===== src/rtl/m68k_bus_initiator_if.sv =====
// Request/response and 68040 bus signals of the bus initiator.
// master: the initiator side; slave: the requester/responder side.
interface m68k_bus_initiator_if;
    logic        req_valid;
    logic        req_ready;
    logic [31:0] req_addr;
    logic        req_rw;
    logic [1:0]  req_siz;
    logic [31:0] req_wdata;
    logic        rsp_valid;
    logic [31:0] rsp_rdata;
    logic        rsp_err;
    logic        rsp_timeout;
    logic        rsp_last;
    logic [31:0] a;
    logic [31:0] d_out;
    logic        d_oe;
    logic [31:0] d_in;
    logic        rw;
    logic [1:0]  siz;
    logic [1:0]  tt;
    logic [2:0]  tm;
    logic        ts_n;
    logic        tip_n;
    logic        ta_n;
    logic        tea_n;

    modport master (
        input  req_valid, req_addr, req_rw, req_siz, req_wdata, d_in, ta_n, tea_n,
        output req_ready, rsp_valid, rsp_rdata, rsp_err, rsp_timeout, rsp_last,
               a, d_out, d_oe, rw, siz, tt, tm, ts_n, tip_n
    );

    modport slave (
        output req_valid, req_addr, req_rw, req_siz, req_wdata, d_in, ta_n, tea_n,
        input  req_ready, rsp_valid, rsp_rdata, rsp_err, rsp_timeout, rsp_last,
               a, d_out, d_oe, rw, siz, tt, tm, ts_n, tip_n
    );
endinterface


===== src/rtl/m68k_bus_initiator.sv =====
// 68040-style synchronous bus master: turns single request/response transactions
// into ts_n/tip_n bus cycles terminated by ta_n, tea_n or a DATA-phase timeout.
// Optional feature macro: M68K_INIT_BURST_EN enables 4-beat line transfers for
// siz=11; without it, line requests are rejected with rsp_err and never reach the bus.
module m68k_bus_initiator #(
    parameter int unsigned TIMEOUT = 255,
    parameter logic [2:0]  TM_VAL  = 3'b101
) (
    input  logic                        clk,
    input  logic                        rst,
    m68k_bus_initiator_if.master        bus
);
    localparam int unsigned CntW = $clog2(TIMEOUT + 1);

    typedef enum logic [1:0] {StIdle, StAddr, StData, StResp} state_t;

    state_t          state;
    logic [CntW-1:0] tmo_cnt;
    logic [1:0]      beat;
    logic            burst;
    logic            line_req;
    logic            reject;
    logic            tmo_hit;

`ifdef M68K_INIT_BURST_EN
    assign line_req = (bus.req_siz == 2'b11);
    assign reject   = 1'b0;
`else
    assign line_req = 1'b0;
    assign reject   = (bus.req_siz == 2'b11);
`endif

    // This DATA cycle is the last one allowed without an acknowledge.
    assign tmo_hit = (tmo_cnt == CntW'(TIMEOUT - 1));

    assign bus.req_ready = (state == StIdle);
    assign bus.tt        = 2'b00;
    assign bus.tm        = TM_VAL;

    // Bus-cycle FSM with registered bus and response outputs.
    always_ff @(posedge clk or negedge rst) begin
        if (!rst) begin
            state           <= StIdle;
            tmo_cnt         <= '0;
            beat            <= 2'd0;
            burst           <= 1'b0;
            bus.ts_n        <= 1'b1;
            bus.tip_n       <= 1'b1;
            bus.d_oe        <= 1'b0;
            bus.rw          <= 1'b1;
            bus.siz         <= 2'b00;
            bus.a           <= 32'h0;
            bus.d_out       <= 32'h0;
            bus.rsp_valid   <= 1'b0;
            bus.rsp_rdata   <= 32'h0;
            bus.rsp_err     <= 1'b0;
            bus.rsp_timeout <= 1'b0;
            bus.rsp_last    <= 1'b0;
        end else begin
            // Response flags are single-cycle pulses unless set below.
            bus.rsp_valid   <= 1'b0;
            bus.rsp_err     <= 1'b0;
            bus.rsp_timeout <= 1'b0;
            bus.rsp_last    <= 1'b0;
            unique case (state)
                StIdle: begin
                    if (bus.req_valid) begin
                        if (reject) begin
                            state         <= StResp;
                            bus.rsp_valid <= 1'b1;
                            bus.rsp_err   <= 1'b1;
                            bus.rsp_last  <= 1'b1;
                        end else begin
                            state     <= StAddr;
                            burst     <= line_req;
                            beat      <= 2'd0;
                            bus.ts_n  <= 1'b0;
                            bus.tip_n <= 1'b0;
                            bus.a     <= line_req ? {bus.req_addr[31:4], 4'h0} : bus.req_addr;
                            bus.rw    <= bus.req_rw;
                            bus.siz   <= bus.req_siz;
                            bus.d_out <= bus.req_wdata;
                            bus.d_oe  <= ~bus.req_rw;
                        end
                    end
                end
                StAddr: begin
                    state    <= StData;
                    tmo_cnt  <= '0;
                    bus.ts_n <= 1'b1;
                end
                StData: begin
                    if (!bus.tea_n) begin
                        // Error wins over a simultaneous ta_n; no data captured.
                        bus.rsp_valid <= 1'b1;
                        bus.rsp_err   <= 1'b1;
                        bus.rsp_last  <= 1'b1;
                        bus.tip_n     <= 1'b1;
                        bus.d_oe      <= 1'b0;
                        state         <= burst ? StIdle : StResp;
                    end else if (!bus.ta_n) begin
                        bus.rsp_valid <= 1'b1;
                        if (bus.rw) begin
                            bus.rsp_rdata <= bus.d_in;
                        end
                        if (burst && (beat != 2'd3)) begin
                            // Mid-burst beat: stay in DATA, next beat gets a fresh budget.
                            beat      <= beat + 2'd1;
                            tmo_cnt   <= '0;
                            bus.d_out <= bus.req_wdata;
                        end else begin
                            bus.rsp_last <= 1'b1;
                            bus.tip_n    <= 1'b1;
                            bus.d_oe     <= 1'b0;
                            state        <= burst ? StIdle : StResp;
                        end
                    end else if (tmo_hit) begin
                        bus.rsp_valid   <= 1'b1;
                        bus.rsp_timeout <= 1'b1;
                        bus.rsp_last    <= 1'b1;
                        bus.tip_n       <= 1'b1;
                        bus.d_oe        <= 1'b0;
                        state           <= burst ? StIdle : StResp;
                    end else begin
                        tmo_cnt <= tmo_cnt + CntW'(1);
                    end
                end
                StResp: begin
                    state <= StIdle;
                end
            endcase
        end
    end
endmodule


===== src/flat_wrapper.sv =====
// flat-port wrapper written by rule: the top's interface ports become plain ports
module m68k_bus_initiator_flat 
#(
    parameter int unsigned TIMEOUT = 255,
    parameter logic [2:0]  TM_VAL  = 3'b101
)
  (clk, rst, bus_req_valid, bus_req_addr, bus_req_rw, bus_req_siz, bus_req_wdata, bus_d_in, bus_ta_n, bus_tea_n, bus_req_ready, bus_rsp_valid, bus_rsp_rdata, bus_rsp_err, bus_rsp_timeout, bus_rsp_last, bus_a, bus_d_out, bus_d_oe, bus_rw, bus_siz, bus_tt, bus_tm, bus_ts_n, bus_tip_n);
  m68k_bus_initiator_if bus_i ();
  input  logic clk;
  input  logic rst;
  input wire logic [$bits(bus_i.req_valid)-1:0] bus_req_valid;
  input wire logic [$bits(bus_i.req_addr)-1:0] bus_req_addr;
  input wire logic [$bits(bus_i.req_rw)-1:0] bus_req_rw;
  input wire logic [$bits(bus_i.req_siz)-1:0] bus_req_siz;
  input wire logic [$bits(bus_i.req_wdata)-1:0] bus_req_wdata;
  input wire logic [$bits(bus_i.d_in)-1:0] bus_d_in;
  input wire logic [$bits(bus_i.ta_n)-1:0] bus_ta_n;
  input wire logic [$bits(bus_i.tea_n)-1:0] bus_tea_n;
  output wire logic [$bits(bus_i.req_ready)-1:0] bus_req_ready;
  output wire logic [$bits(bus_i.rsp_valid)-1:0] bus_rsp_valid;
  output wire logic [$bits(bus_i.rsp_rdata)-1:0] bus_rsp_rdata;
  output wire logic [$bits(bus_i.rsp_err)-1:0] bus_rsp_err;
  output wire logic [$bits(bus_i.rsp_timeout)-1:0] bus_rsp_timeout;
  output wire logic [$bits(bus_i.rsp_last)-1:0] bus_rsp_last;
  output wire logic [$bits(bus_i.a)-1:0] bus_a;
  output wire logic [$bits(bus_i.d_out)-1:0] bus_d_out;
  output wire logic [$bits(bus_i.d_oe)-1:0] bus_d_oe;
  output wire logic [$bits(bus_i.rw)-1:0] bus_rw;
  output wire logic [$bits(bus_i.siz)-1:0] bus_siz;
  output wire logic [$bits(bus_i.tt)-1:0] bus_tt;
  output wire logic [$bits(bus_i.tm)-1:0] bus_tm;
  output wire logic [$bits(bus_i.ts_n)-1:0] bus_ts_n;
  output wire logic [$bits(bus_i.tip_n)-1:0] bus_tip_n;
  assign bus_i.req_valid = bus_req_valid;
  assign bus_i.req_addr = bus_req_addr;
  assign bus_i.req_rw = bus_req_rw;
  assign bus_i.req_siz = bus_req_siz;
  assign bus_i.req_wdata = bus_req_wdata;
  assign bus_i.d_in = bus_d_in;
  assign bus_i.ta_n = bus_ta_n;
  assign bus_i.tea_n = bus_tea_n;
  assign bus_req_ready = bus_i.req_ready;
  assign bus_rsp_valid = bus_i.rsp_valid;
  assign bus_rsp_rdata = bus_i.rsp_rdata;
  assign bus_rsp_err = bus_i.rsp_err;
  assign bus_rsp_timeout = bus_i.rsp_timeout;
  assign bus_rsp_last = bus_i.rsp_last;
  assign bus_a = bus_i.a;
  assign bus_d_out = bus_i.d_out;
  assign bus_d_oe = bus_i.d_oe;
  assign bus_rw = bus_i.rw;
  assign bus_siz = bus_i.siz;
  assign bus_tt = bus_i.tt;
  assign bus_tm = bus_i.tm;
  assign bus_ts_n = bus_i.ts_n;
  assign bus_tip_n = bus_i.tip_n;
  m68k_bus_initiator #(.TIMEOUT(TIMEOUT), .TM_VAL(TM_VAL)) u_core (.clk(clk), .rst(rst), .bus(bus_i));
endmodule

===== config.mk =====
export PLATFORM = sky130hd
export DESIGN_NAME = m68k_bus_initiator_flat
export DESIGN_NICKNAME = d
export VERILOG_FILES = /design/src/rtl/m68k_bus_initiator_if.sv /design/src/rtl/m68k_bus_initiator.sv /design/src/flat_wrapper.sv
export SDC_FILE = /design/constraint.sdc
export NUM_CORES = 1
export LEC_CHECK = 0
export CAP_MARGIN = 20
export CORE_UTILIZATION = 30
export DETAILED_ROUTE_END_ITERATION = 12
export GPL_TIMING_DRIVEN = 1
export REMOVE_ABC_BUFFERS = 1
export SYNTH_ARGS = -nofsm -noshare
export SYNTH_HDL_FRONTEND = slang
export SYNTH_SLANG_ARGS = --single-unit

===== constraint.sdc =====
create_clock -name clk -period 3 [get_ports clk]
set_input_delay 0.9 -clock clk [delete_from_list [all_inputs] [get_ports clk]]
set_output_delay 0.9 -clock clk [all_outputs]
set_load 0.01 [all_outputs]

==> results_dict.tcl, run 1 <==
set metrics [dict create \
    status "completed" \
    rrSetupSlack_ns 1.02 \
    hp-class "in2async" \
    finalSetupViolCount 0 \
    synth_ff_type "dfrtp_1" \
    die_x_um 127 \
    dieArea_sq_mm 0.0162 \
    p_total_mw 7.80 \
    synth_compound_area_frac 0.0466 \
    antenna_found_initial 0 \
    clock_skew_ns 0.00503 \
    dpl_cell_area_sq_mm 0.00699 \
    final_cell_mix "209 x clkdlybuf4s50_1, 113 x nand2_1, 112 x dfrtp_1, 56 x mux2_1, 17 x clkbuf_16" \
    synth_top_area_frac 0.597 \
    clk_latency_ns 0.41 \
    yosys.area_share.simple 0.127 \
    arrival_ns 1.87 \
    port-buffer-count 210 \
    netlist_area_sq_mm 0.00469 \
    clock_sinks 115 \
    nets 714 \
    synth_top_family_by_area "multiplexers" \
    synthMuxAreaShare 0.158 \
    synth_area_leaders "dfrtp_1 60%, mux2_1 13%, nand2_1 9.0%" \
    ant_nets 0 \
    cp_max_fo 8 \
    cap_violations 0 \
    cts_resized 0 \
    grt_max_degree 43 \
    vias 3607 \
    cts_tree "done" \
    die_h_um 127 \
    drive_gt1_frac 0.0940 \
    synth_largest_area_cell "dfrtp_1" \
    fin_area_sq_mm 0.00760 \
    clk_path_buf_depth 2 \
    drc 0 \
    async_flop_share 1.00 \
    grt_pass1_vias 3807 \
    p_leak_nw 3.38 \
    holdBufCountCts 0 \
    grt_use_total 0.155 \
    critPathCaptureType "output port" \
    rr_worst_depth 6 \
    synth_xor_area_frac 0.00187 \
    synth_area_per_cell_sq_um 12.1 \
    area_delta_synth_final_pct 62.0 \
    dp.cells 796 \
    utilization 0.498 \
    synth_seq_area_share 0.614 \
    drv_slew 0 \
    wirelength_um 11900 \
    power_density_mw_per_mm2 1030 \
    via_per_inst 4.36 \
    core_area_sq_mm 0.0153 \
    first_pass_iters 4 \
    globalplace.congestion 0.726 \
    synth_seq_cells 115 \
    htree_levels 4 \
    synth-edff-count 0 \
    cp.required_ns 2.10 \
    overflow 0 \
    synthDistinctLibCells 40 \
    drtIter0Drc 138 \
    fin_crit_sh 0.922 \
    timing.final.ws_setup_ns 0.233 \
    cts_inserted_buffers 17 \
    clk_pin_slew_worst_paths_ns 0.05 \
    grt_pass1_wl_um 19200 \
    hold_ws_ns 0.439 \
    post_layout_nonfiller_instances 828 \
    synth-warning-count 0 \
    fmax_mhz 361 \
    setup_tns_ns 0 \
    hold_viol 0 \
    layout_commonest_cell "clkdlybuf4s50_1" \
    rsz0062_at_grt "no" \
    pre_cts_ws_ns 0.356 \
    dpl.hpwl_um 8740 \
    row_count 45 \
    start_util 0.308 \
    post_cts_buffers 0 \
    setup.worst_path.start_class "flop" \
    diodes 0 \
    io_pins 216 \
    vdd_drop_max_uv 415 \
    synth_fa_ha_area_frac 0.0160 \
    synthesis.instances 387 \
    cts_root_buf "clkbuf_16" \
    wl_per_cell_um 14.4 \
    path_class "reg2out" \
    fin_crit_ns 2.77 \
]
## state kept, by name (all words and copies together) (netlist names)
| signal | cells |
|---|---|
| u_core.bus.a | 32 |
| u_core.bus.d_out | 32 |
| u_core.bus.rsp_rdata | 32 |
| u_core.tmo_cnt | 8 |
| u_core.bus.siz | 2 |
| u_core.state | 2 |
| u_core.bus.d_oe | 1 |
| u_core.bus.rsp_err | 1 |
| u_core.bus.rsp_last | 1 |
| u_core.bus.rsp_timeout | 1 |
| u_core.bus.rw | 1 |
| u_core.bus.tip_n | 1 |
| u_core.bus.ts_n | 1 |
## layout make-up
class	count	area, sq um
fill	1371	7650
sequential	115	2880
timing repair buffer	216	2160
multi-input combinational	247	1660
clock buffer	22	464
tap	211	264
clock inverter	10	155
inverter	7	26.3
## layer usage
layer,vias to the layer above,routed length [um],global-route usage
met5,-,0,0
li1,1722,-,-
met3,20,1010,0.0683
met4,0,196,0.0560
met1,1718,5080,0.179
met2,147,5630,0.256
## worst max-delay path, cell delays in order, from the launching register on
cell and delay [ns]:
dfrtp_1 0.40, inv_1 0.11, ha_1 0.32, clkdlybuf4s50_1 0.64
## path summary, 6_finish.rpt
path | startpoint | end
worst max-delay path | u_core.state[0] | bus_req_ready
worst min-delay path | rst | u_core.bus.rsp_rdata[24]
worst min register to register | u_core.bus.ts_n | u_core.bus.ts_n
max in group asynchronous | rst | u_core.bus.rsp_rdata[27]
min in group clk | u_core.bus.ts_n | u_core.bus.ts_n
worst max register to register | u_core.state[0] | u_core.bus.d_out[3]
## synthesized netlist by cell type (3+ instances only)
library cell,number
inv_1,5
nand2_1,113
o21ai_0,8
ha_1,6
dfrtp_1,112
buf_6,3
mux2_1,56
mux2_2,8
a21oi_1,4
o31ai_1,3
nand4_1,3
buf_4,7
dfstp_2,3
o21ai_1,3
buf_2,11
nand3_1,8
nor2_1,4
## where the power goes
group / switching, mW / leakage, nW / total (mW) / internal [mW]
Clock: 0.673 / 0.300 / 2.10 / 1.43
Combinational: 1.32 / 1.66 / 3.08 / 1.77
Sequential: 0.363 / 1.42 / 2.62 / 2.25
Total: 2.35 / 3.38 / 7.80 / 5.45
## cell families (layout without fill, tap and decap cells)
family | count (synthesis) | in the layout
xor gates and xnor gates | 1 | 1
other | 2 | 5
buffers and inverters | 28 | 255
muxes | 66 | 66
adders and majority gates | 6 | 6
DFF | 115 | 115
AOI/OAI and AO/OA | 30 | 30
and+or+nand+nor | 139 | 139
Note: power is estimated with default switching activity, not from simulation.
==> run 2: changes to the inputs <==
--- a/config.mk
+++ b/config.mk
@@ -6,6 +6,7 @@
 export NUM_CORES = 1
 export LEC_CHECK = 0
 export CAP_MARGIN = 20
+export CORE_ASPECT_RATIO = 1.2
 export CORE_UTILIZATION = 30
 export DETAILED_ROUTE_END_ITERATION = 12
 export GPL_TIMING_DRIVEN = 1
==> results_dict.tcl, run 2 (same netlist as run 1, synthesis figures left out) <==
set metrics [dict create \
    status "completed" \
    drtIter0Drc 110 \
    vdd_drop_max_uv 401 \
    antenna_found_initial 0 \
    drc 0 \
    io_pins 216 \
    dp.cells 788 \
    timing.final.ws_setup_ns 0.237 \
    grt_pass1_wl_um 18700 \
    p_leak_nw 3.40 \
    holdBufCountCts 0 \
    fmax_mhz 362 \
    rsz0062_at_grt "no" \
    cts_tree "done" \
    clock_sinks 115 \
    overflow 0 \
    start_util 0.310 \
    row_count 49 \
    dieArea_sq_mm 0.0162 \
    via_per_inst 4.42 \
    dpl_cell_area_sq_mm 0.00698 \
    cts_root_buf "clkbuf_16" \
    post_layout_nonfiller_instances 820 \
    p_total_mw 7.87 \
    fin_crit_sh 0.921 \
    critPathCaptureType "output port" \
    clk_latency_ns 0.41 \
    clock_skew_ns 0.00770 \
    first_pass_iters 4 \
    nFillCells 1378 \
    r2r_end "u_core.bus.d_out[3]" \
    fin_area_sq_mm 0.00762 \
    wl_per_cell_um 14.5 \
    fin_crit_ns 2.76 \
    port-buffer-count 210 \
    drive_gt1_frac 0.0925 \
    nets 713 \
    grt_pass1_vias 3619 \
    post_cts_buffers 0 \
    drv_slew 0 \
    cts_inserted_buffers 17 \
    cts_resized 0 \
    utilization 0.504 \
    wirelength_um 11900 \
    vias 3624 \
    die_h_um 139 \
    core_area_sq_mm 0.0151 \
    cp_max_fo 8 \
    cp.required_ns 2.10 \
    globalplace.congestion 0.753 \
    grt_max_degree 63 \
    clk_pin_slew_worst_paths_ns 0.05 \
    finalSetupViolCount 0 \
    diodes 0 \
    htree_levels 4 \
    dpl.hpwl_um 8660 \
    rr_startpoint "u_core.state[0]" \
    reg_top3 "u_core.bus.a (32), u_core.bus.d_out (32), u_core.bus.rsp_rdata (32)" \
    ant_nets 0 \
    power_density_mw_per_mm2 1030 \
    layout_commonest_cell "clkdlybuf4s50_1" \
    clk_path_buf_depth 2 \
    setup.worst_path.start_class "flop" \
    final_cell_mix "209 x clkdlybuf4s50_1, 113 x nand2_1, 112 x dfrtp_1, 56 x mux2_1, 17 x clkbuf_16" \
    hold_viol 0 \
    area_delta_synth_final_pct 62.4 \
    pre_cts_ws_ns 0.336 \
    grt_use_total 0.155 \
    rrSetupSlack_ns 1.00 \
    cap_violations 0 \
    die_x_um 116 \
    hp-class "in2async" \
    arrival_ns 1.86 \
    path_class "reg2out" \
    hold_ws_ns 0.393 \
    setup_tns_ns 0 \
    rr_worst_depth 6 \
]
## run 2: layout make-up
class                   instances  area [sq um]  area share
inverters                       7          26.3     0.00345
repair buffers                215          2160       0.284
well taps                     204           255      0.0335
flip-flops and latches        115          2880       0.378
clock buffers                  22           464      0.0609
multi-input cells             247          1660       0.217
clock inverters                10           179      0.0235
## run 2: routing by layer
layer / up-vias / global-route usage / share of wire / routed length (um)
met3: 18 / 0.0559 / 0.079 / 940
met2: 140 / 0.260 / 0.50 / 5980
met1: 1736 / 0.174 / 0.40 / 4780
li1: 1730 / - / - / -
met4: 0 / 0.0675 / 0.018 / 211
met5: - / 0 / 0 / 0
## run 2: worst max path at each step
stage / startpoint / end / cells past startpoint
after CTS: u_core.state[0] / bus_req_ready / 3
after global placement: bus_req_siz[0] / u_core.bus.d_out[2] / 5
final: u_core.state[0] / bus_req_ready / 3
after detailed placement: bus_req_siz[0] / u_core.bus.d_out[3] / 5
after global routing: u_core.state[0] / bus_req_ready / 3
after floorplan: bus_ta_n / u_core.bus.rsp_rdata[0] / 2
## run 2: critical path: stages (launching register included)
cell and delay (ns):
dfrtp_1 0.39, inv_1 0.11, ha_1 0.34, clkdlybuf4s50_1 0.61
## run 2: report_power, final
| group | total [mW] | internal, mW | switching, mW |
|---|---|---|---|
| registers | 2.60 | 2.25 | 0.350 |
| logic | 3.08 | 1.77 | 1.31 |
| clock network | 2.19 | 1.51 | 0.676 |
==> run 3: changes to the inputs <==
--- a/config.mk
+++ b/config.mk
@@ -5,7 +5,7 @@
 export SDC_FILE = /design/constraint.sdc
 export NUM_CORES = 1
 export LEC_CHECK = 0
-export CAP_MARGIN = 20
+export CAP_MARGIN = 30
 export CORE_ASPECT_RATIO = 1.2
 export CORE_UTILIZATION = 30
 export DETAILED_ROUTE_END_ITERATION = 12
==> results of run 3 <==
The final DEF is identical to that of run 2; final timing and power are the same.
==> RTL change 1, RTL diff (config.mk and constraints of run 1) <==
`TIMEOUT` is set to 255 in 2 places; all go to 510.
--- a/src/rtl/m68k_bus_initiator.sv
+++ b/src/rtl/m68k_bus_initiator.sv
@@ -3,7 +3,7 @@
 // Optional feature macro: M68K_INIT_BURST_EN enables 4-beat line transfers for
 // siz=11; without it, line requests are rejected with rsp_err and never reach the bus.
 module m68k_bus_initiator #(
-    parameter int unsigned TIMEOUT = 255,
+    parameter int unsigned TIMEOUT = 510,
     parameter logic [2:0]  TM_VAL  = 3'b101
 ) (
     input  logic                        clk,
--- a/src/flat_wrapper.sv
+++ b/src/flat_wrapper.sv
@@ -1,7 +1,7 @@
 // flat-port wrapper written by rule: the top's interface ports become plain ports
 module m68k_bus_initiator_flat 
 #(
-    parameter int unsigned TIMEOUT = 255,
+    parameter int unsigned TIMEOUT = 510,
     parameter logic [2:0]  TM_VAL  = 3'b101
 )
   (clk, rst, bus_req_valid, bus_req_addr, bus_req_rw, bus_req_siz, bus_req_wdata, bus_d_in, bus_ta_n, bus_tea_n, bus_req_ready, bus_rsp_valid, bus_rsp_rdata, bus_rsp_err, bus_rsp_timeout, bus_rsp_last, bus_a, bus_d_out, bus_d_oe, bus_rw, bus_siz, bus_tt, bus_tm, bus_ts_n, bus_tip_n);
Check against the original RTL: same outputs for any inputs over 4 cycles, from zero or initial values and one cycle with rst low; that may be too few to reach the edited logic, so the function may still have changed.
==> RTL change 1 against run 1 <==
- wire length rose by 2.0%
- global-route usage fell by 0.056 points
- sequential cell count rose by 1
- worst setup slack improved by 0.038 ns
- clock skew rose by 0.0047 ns
- core utilization rose by 0.17 points
- sequential share of layout area rose by 0.20 points
- design area rose by 0.35%
- power rose by 1.0%
- register-to-register slack got worse by 0.03 ns
- synthesized area rose by 0.27%
- cell count rose by 0.85%
- non-clock buffer count did not move
- largest cell class unchanged
- highest routed layer unchanged
==> RTL change 1: results (changes against run 1) <==
- The flow ran to the end, and the final reports show no timing, DRC or antenna violations.
- The met2 track utilization from global routing was 0.2427 (-0.01297).
- The sequential cell area fraction in the yosys report is 0.6175 (+0.003685).
- Yosys attributes the largest share of cell area to dfrtp_1 60%, mux2_2 15%, nand2_1 9.3%, dfstp_2 1.7%, ha_1 1.6%.
- The proportion of power drawn by the clock network came to 0.253 (-0.016).
- The synthesized netlist cell count came to 396 (+2.3%).
- The internal power contribution is 0.005499 W (+0.93%).
- The number of nets in the layout came to 721 (+0.98%).
- The layout cell share with drive strength beyond 1 is 0.1683 (+0.07427).
- The power attributed to sequential cells was 0.00263 W (about the same).
- The global-route usage over all layers is 0.1547 (-0.0005636).
- The setup clock skew after layout is 0.009766 ns (+0.004732 ns).
- The post-placement cell count came to 803 (+0.88%).
- The insertion delay to the later sink of the worst-skew pair is 0.41 ns (about the same).
- The placement-stage cell area is 0.007044 sq mm (+0.84%).
- The sum of negative setup slack came to 0 ns (unchanged).
- The number of search-and-repair iterations in the first detailed-routing pass is 4 (unchanged).
- The share of power burned in combinational logic is 0.413 (+0.018).
- The final routed wire length divided by cell count was 14.56 um (+1.1%).
- The via count of the first global-routing pass came to 3693 (-3.0%).
- The number of non-filler instances in the completed layout is 835 (+0.85%).
- The maximum VDD drop was 0.0004444 V (+7.2%).
- The wire length on met3 came to 1.116 mm (+10%).
- The placer's final routability congestion estimate is 0.8058 (+11%).
- The number of vias per cell after detailed routing came to 4.406 (+1.1%).
- The tree is rooted in a clkbuf_16.
- The met3 usage is 0.06533 (-0.002931).
- The global-route wire length before repair is 19.29 mm (+0.21%).
- The maximum fanout count along the critical path is 7 (-1).
- The standby leakage power is 3.377 nW (-0.17%).
- The DRC violation total after the first TritonRoute iteration was 164 (+19%).
- The post-synthesis cell type count is 42 (+5.0%).
- The routed length on met2 is 5.647 mm (+0.32%).
- The placement-stage worst setup slack is 0.4147 ns (+0.05916 ns).
- The detailed-placement wirelength estimate is 8.899 mm (+1.8%).
- The worst slew margin relative to its limit is 0.6562.
- The global routing usage on met1 is 0.1946 (+0.01526).
- The routed metal-1 wirelength is 5.326 mm (+4.8%).
- The warning count from the yosys run is 0 (unchanged).
- The filler cell count is 1357 (-1.0%).
- Ranked by instance count, the synthesized netlist is headed by 117 x nand2_1, 113 x dfrtp_1, 64 x mux2_2.
- The pin count of the biggest net entering global routing is 62 (+44%).
## RTL change 1: cell types whose count changed in the layout (fill, tap and decap cells not counted), moves of 3 or more
cell      before  now
o31ai_1        3    0
mux2_2         8   64
o311ai_1       0    3
o21ai_1        3    0
nand2_1      113  117
mux2_1        56    0
## RTL change 1: worst paths after layout
| kind | endpoint | cells past startpoint | slack [ns] | startpoint |
|---|---|---|---|---|
| max | bus_req_ready | 3 | 0.27 | u_core.state[0] |
| min | u_core.bus.d_out[13] | 1 | 0.46 | rst |
| max reg2reg | u_core.bus.d_out[9] | 7 | 0.99 | u_core.state[0] |
| min reg2reg | u_core.bus.a[15] | 2 | 0.47 | u_core.bus.a[15] |
| max in group asynchronous | u_core.bus.tip_n | 2 | 1.82 | rst |
| min in group clk | u_core.bus.a[15] | 2 | 0.47 | u_core.bus.a[15] |
## RTL change 1: area by class of cell
| class | instances | area (sq um) | share of cell area |
|---|---|---|---|
| tap | 211 | 264.0 | 0.03460 |
| clock buffer | 22 | 454.2 | 0.05952 |
| multi-input combinational | 252 | 1662 | 0.2177 |
| inverter | 8 | 30.03 | 0.003935 |
| timing repair buffer | 216 | 2182 | 0.2859 |
| clock inverter | 10 | 132.6 | 0.01738 |
| sequential | 116 | 2907 | 0.3809 |
## RTL change 1: critical path: stages, from the launching register on
cell and delay [ns]:
dfrtp_1 0.40, inv_1 0.12, ha_1 0.31, clkdlybuf4s50_1 0.60
## RTL change 1: cells by family after synthesis
kind of cell,after synthesis,share of synthesized area
and+or+nand+nor,143,0.1249
DFF,116,0.6175
muxes,66,0.1574
AOI/OAI and AO/OA,32,0.05078
buffers and inverters,31,0.03190
adders and majority gates,6,0.01595
other,2,0.001595
==> RTL change 2, RTL diff (config.mk and constraints of run 1) <==
Made on the original files. The 4 states of `state_t` get a one-hot encoding in 4 bits.
--- a/src/rtl/m68k_bus_initiator.sv
+++ b/src/rtl/m68k_bus_initiator.sv
@@ -12,7 +12,7 @@
 );
     localparam int unsigned CntW = $clog2(TIMEOUT + 1);
 
-    typedef enum logic [1:0] {StIdle, StAddr, StData, StResp} state_t;
+    typedef enum logic [3:0] {StIdle = 4'b0001, StAddr = 4'b0010, StData = 4'b0100, StResp = 4'b1000} state_t;
 
     state_t          state;
     logic [CntW-1:0] tmo_cnt;
Check against the original RTL: same outputs for any inputs over 4 cycles, from zero or initial values and one cycle with rst low; so few cycles prove little.
==> RTL change 2 against run 1 <==
- wire length rose by 2.5%
- critical endpoint unchanged
- first-iteration DRC count fell by 14%
- worst setup slack improved by 0.049 ns
- power down 3.0%
- synthesized area grew 2.2%
- die area is 2.1% higher
- sequential cell count grew 2
- count of clock-buffer cells in the layout decreased by 4
- critical path type unchanged
- design area grew 0.84%
==> RTL change 2: results (changes against run 1) <==
- The flow ran to the end, and the final reports show no timing, DRC or antenna violations.
- The filler cell count came to 1394 (+1.7%).
- The share of flip-flops with an asynchronous set or reset is 1.000 (unchanged).
- Clock-pin slew was measured on the worst setup and hold paths at 0.06 ns.
- The detailed-placement wirelength estimate is 8.851 mm (+1.2%).
- The via count of the first global-routing pass is 3744 (-1.7%).
- The maximum fanout count along the critical path is 9 (+1).
- The number of search-and-repair iterations in the first detailed-routing pass is 4 (unchanged).
- Measured against its own limit, the worst slew margin works out to 0.5452.
- The setup clock skew after layout is 0.006746 ns (+0.001712 ns).
- The placement-stage cell area is 0.007117 sq mm (+1.9%).
- The warning count from the yosys run came to 0 (unchanged).
- The total power divided by cell area is 986.6 mW/mm^2 (-3.8%).
- The standby leakage power is 3.416 nW (+0.97%).
- In the final layout, the registers with the most flip-flops are u_core.bus.a (32), u_core.bus.d_out (32), u_core.bus.rsp_rdata (32).
- The arrival time of data at the critical path endpoint is 1.82 ns (-0.05 ns).
- The maximum VDD drop is 0.0005289 V (+28%).
- The post-synthesis cell type count was 45 (+13%).
- Sorting the synthesized cells by how often they occur yields 113 x dfrtp_1, 79 x mux2_2, 16 x mux2_4.
- The placement-stage worst setup slack came to 0.3551 ns (-0.0004980 ns).
- The final routed wire length divided by cell count came to 15.97 um (+11%).
- The DRC violation total after the first TritonRoute iteration is 119 (-14%).
- The insertion delay to the later sink of the worst-skew pair was 0.41 ns (about the same).
- The number of antenna violations at the first check in global routing is 0 (unchanged).
- The number of violations of the max-capacitance limit came to 0 (unchanged).
- By area the synthesized netlist is led by dfrtp_1 59%, mux2_2 19%, mux2_4 5.0%, dfstp_2 2.2%, buf_6 1.6%.
- The global-route wire length before repair is 19.58 mm (+1.8%).
- The synthesized netlist cell count came to 324 (-16%).
- The placer's final routability congestion estimate is 0.7966 (+9.7%).
- The share of total power consumed by net switching is 0.2940 (-0.007404).
- The pin count of the biggest net entering global routing was 58 (+35%).
- The proportion of power drawn by the clock network was 0.246 (-0.023).
- The number of H-tree branching levels is 4 (unchanged).
- The global-route usage over all layers was 0.1570 (+0.001749).
- The layout cell share with drive strength beyond 1 is 0.2653 (+0.1713).
- The post-placement cell count is 732 (-8.0%).
- The cell at the root of the clock tree is clkbuf_16.
- The area growth from synthesis to layout is 59.90%.
- The clock tree buffer depth came to 2 (unchanged).
- The number of vias per cell after detailed routing is 4.463 (+2.4%).
- The number of nets in the layout is 647 (-9.4%).
- The clock buffer count from CTS is 17 (unchanged).
- In this run the worst hold path is classified as in2async.
- The diode insertion count for antenna repair is 0 (unchanged).
- The count of input and output buffers is 210 (unchanged).
- The share of power burned in combinational logic is 0.393 (-0.002).
- The final wirelength came to 12.21 mm (+2.5%).
- The sequential cell area fraction in the yosys report is 0.6115 (-0.002275).
- The logic depth of the worst register-to-register path is 5 (-1).
[RTL change 2: cells by family after synthesis]
logic type	count (synthesis)	synth area share
DFF	117	0.6115
muxes	98	0.2424
and+or+nand+nor	47	0.05583
AOI/OAI and AO/OA	33	0.04488
buffers and inverters	24	0.03679
adders and majority gates	2	0.005217
other	2	0.001566
xor gates and xnor gates	1	0.001827
[RTL change 2: worst max-delay path, stage by stage (launching register included)]
cell,delay (ns)
dfrtp_2,0.46
or4b_4,0.57
inv_2,0.10
dlygate4sd2_1,0.27
[RTL change 2: what timing repair did]
item	CTS	global route
setup endpoints to repair	1	0
setup buffers	1	0
resized for setup	3	0
endpoints found under the hold margin	0	0
[RTL change 2: cell type report]
cell class / instances / share of cell area
tap: 211 / 0.03443
inverter: 2 / 0.0009790
multi-input combinational: 186 / 0.2224
clock inverter: 14 / 0.01485
sequential: 117 / 0.3828
timing repair buffer: 217 / 0.2886
clock buffer: 18 / 0.05596
[RTL change 2: metal layers]
layer	vias to the layer above	routed length, um	GRT usage	share of wire
li1	1580	-	-	-
met1	1713	4807	0.1746	0.39
met2	107	6319	0.2680	0.52
met3	14	912	0.06486	0.075
met4	0	175	0.06021	0.014
met5	-	0	0	0
[RTL change 2: final timing paths]
check / startpoint / endpoint / slack (ns)
min: rst / u_core.bus.rsp_rdata[20] / 0.45
max: u_core.state[1] / bus_req_ready / 0.28
max reg2reg: u_core.state[0] / u_core.bus.rsp_rdata[24] / 0.79
min reg2reg: u_core.bus.ts_n / u_core.bus.ts_n / 0.46
min in group clk: u_core.bus.ts_n / u_core.bus.ts_n / 0.46
max in group asynchronous: rst / u_core.bus.d_out[15] / 1.83
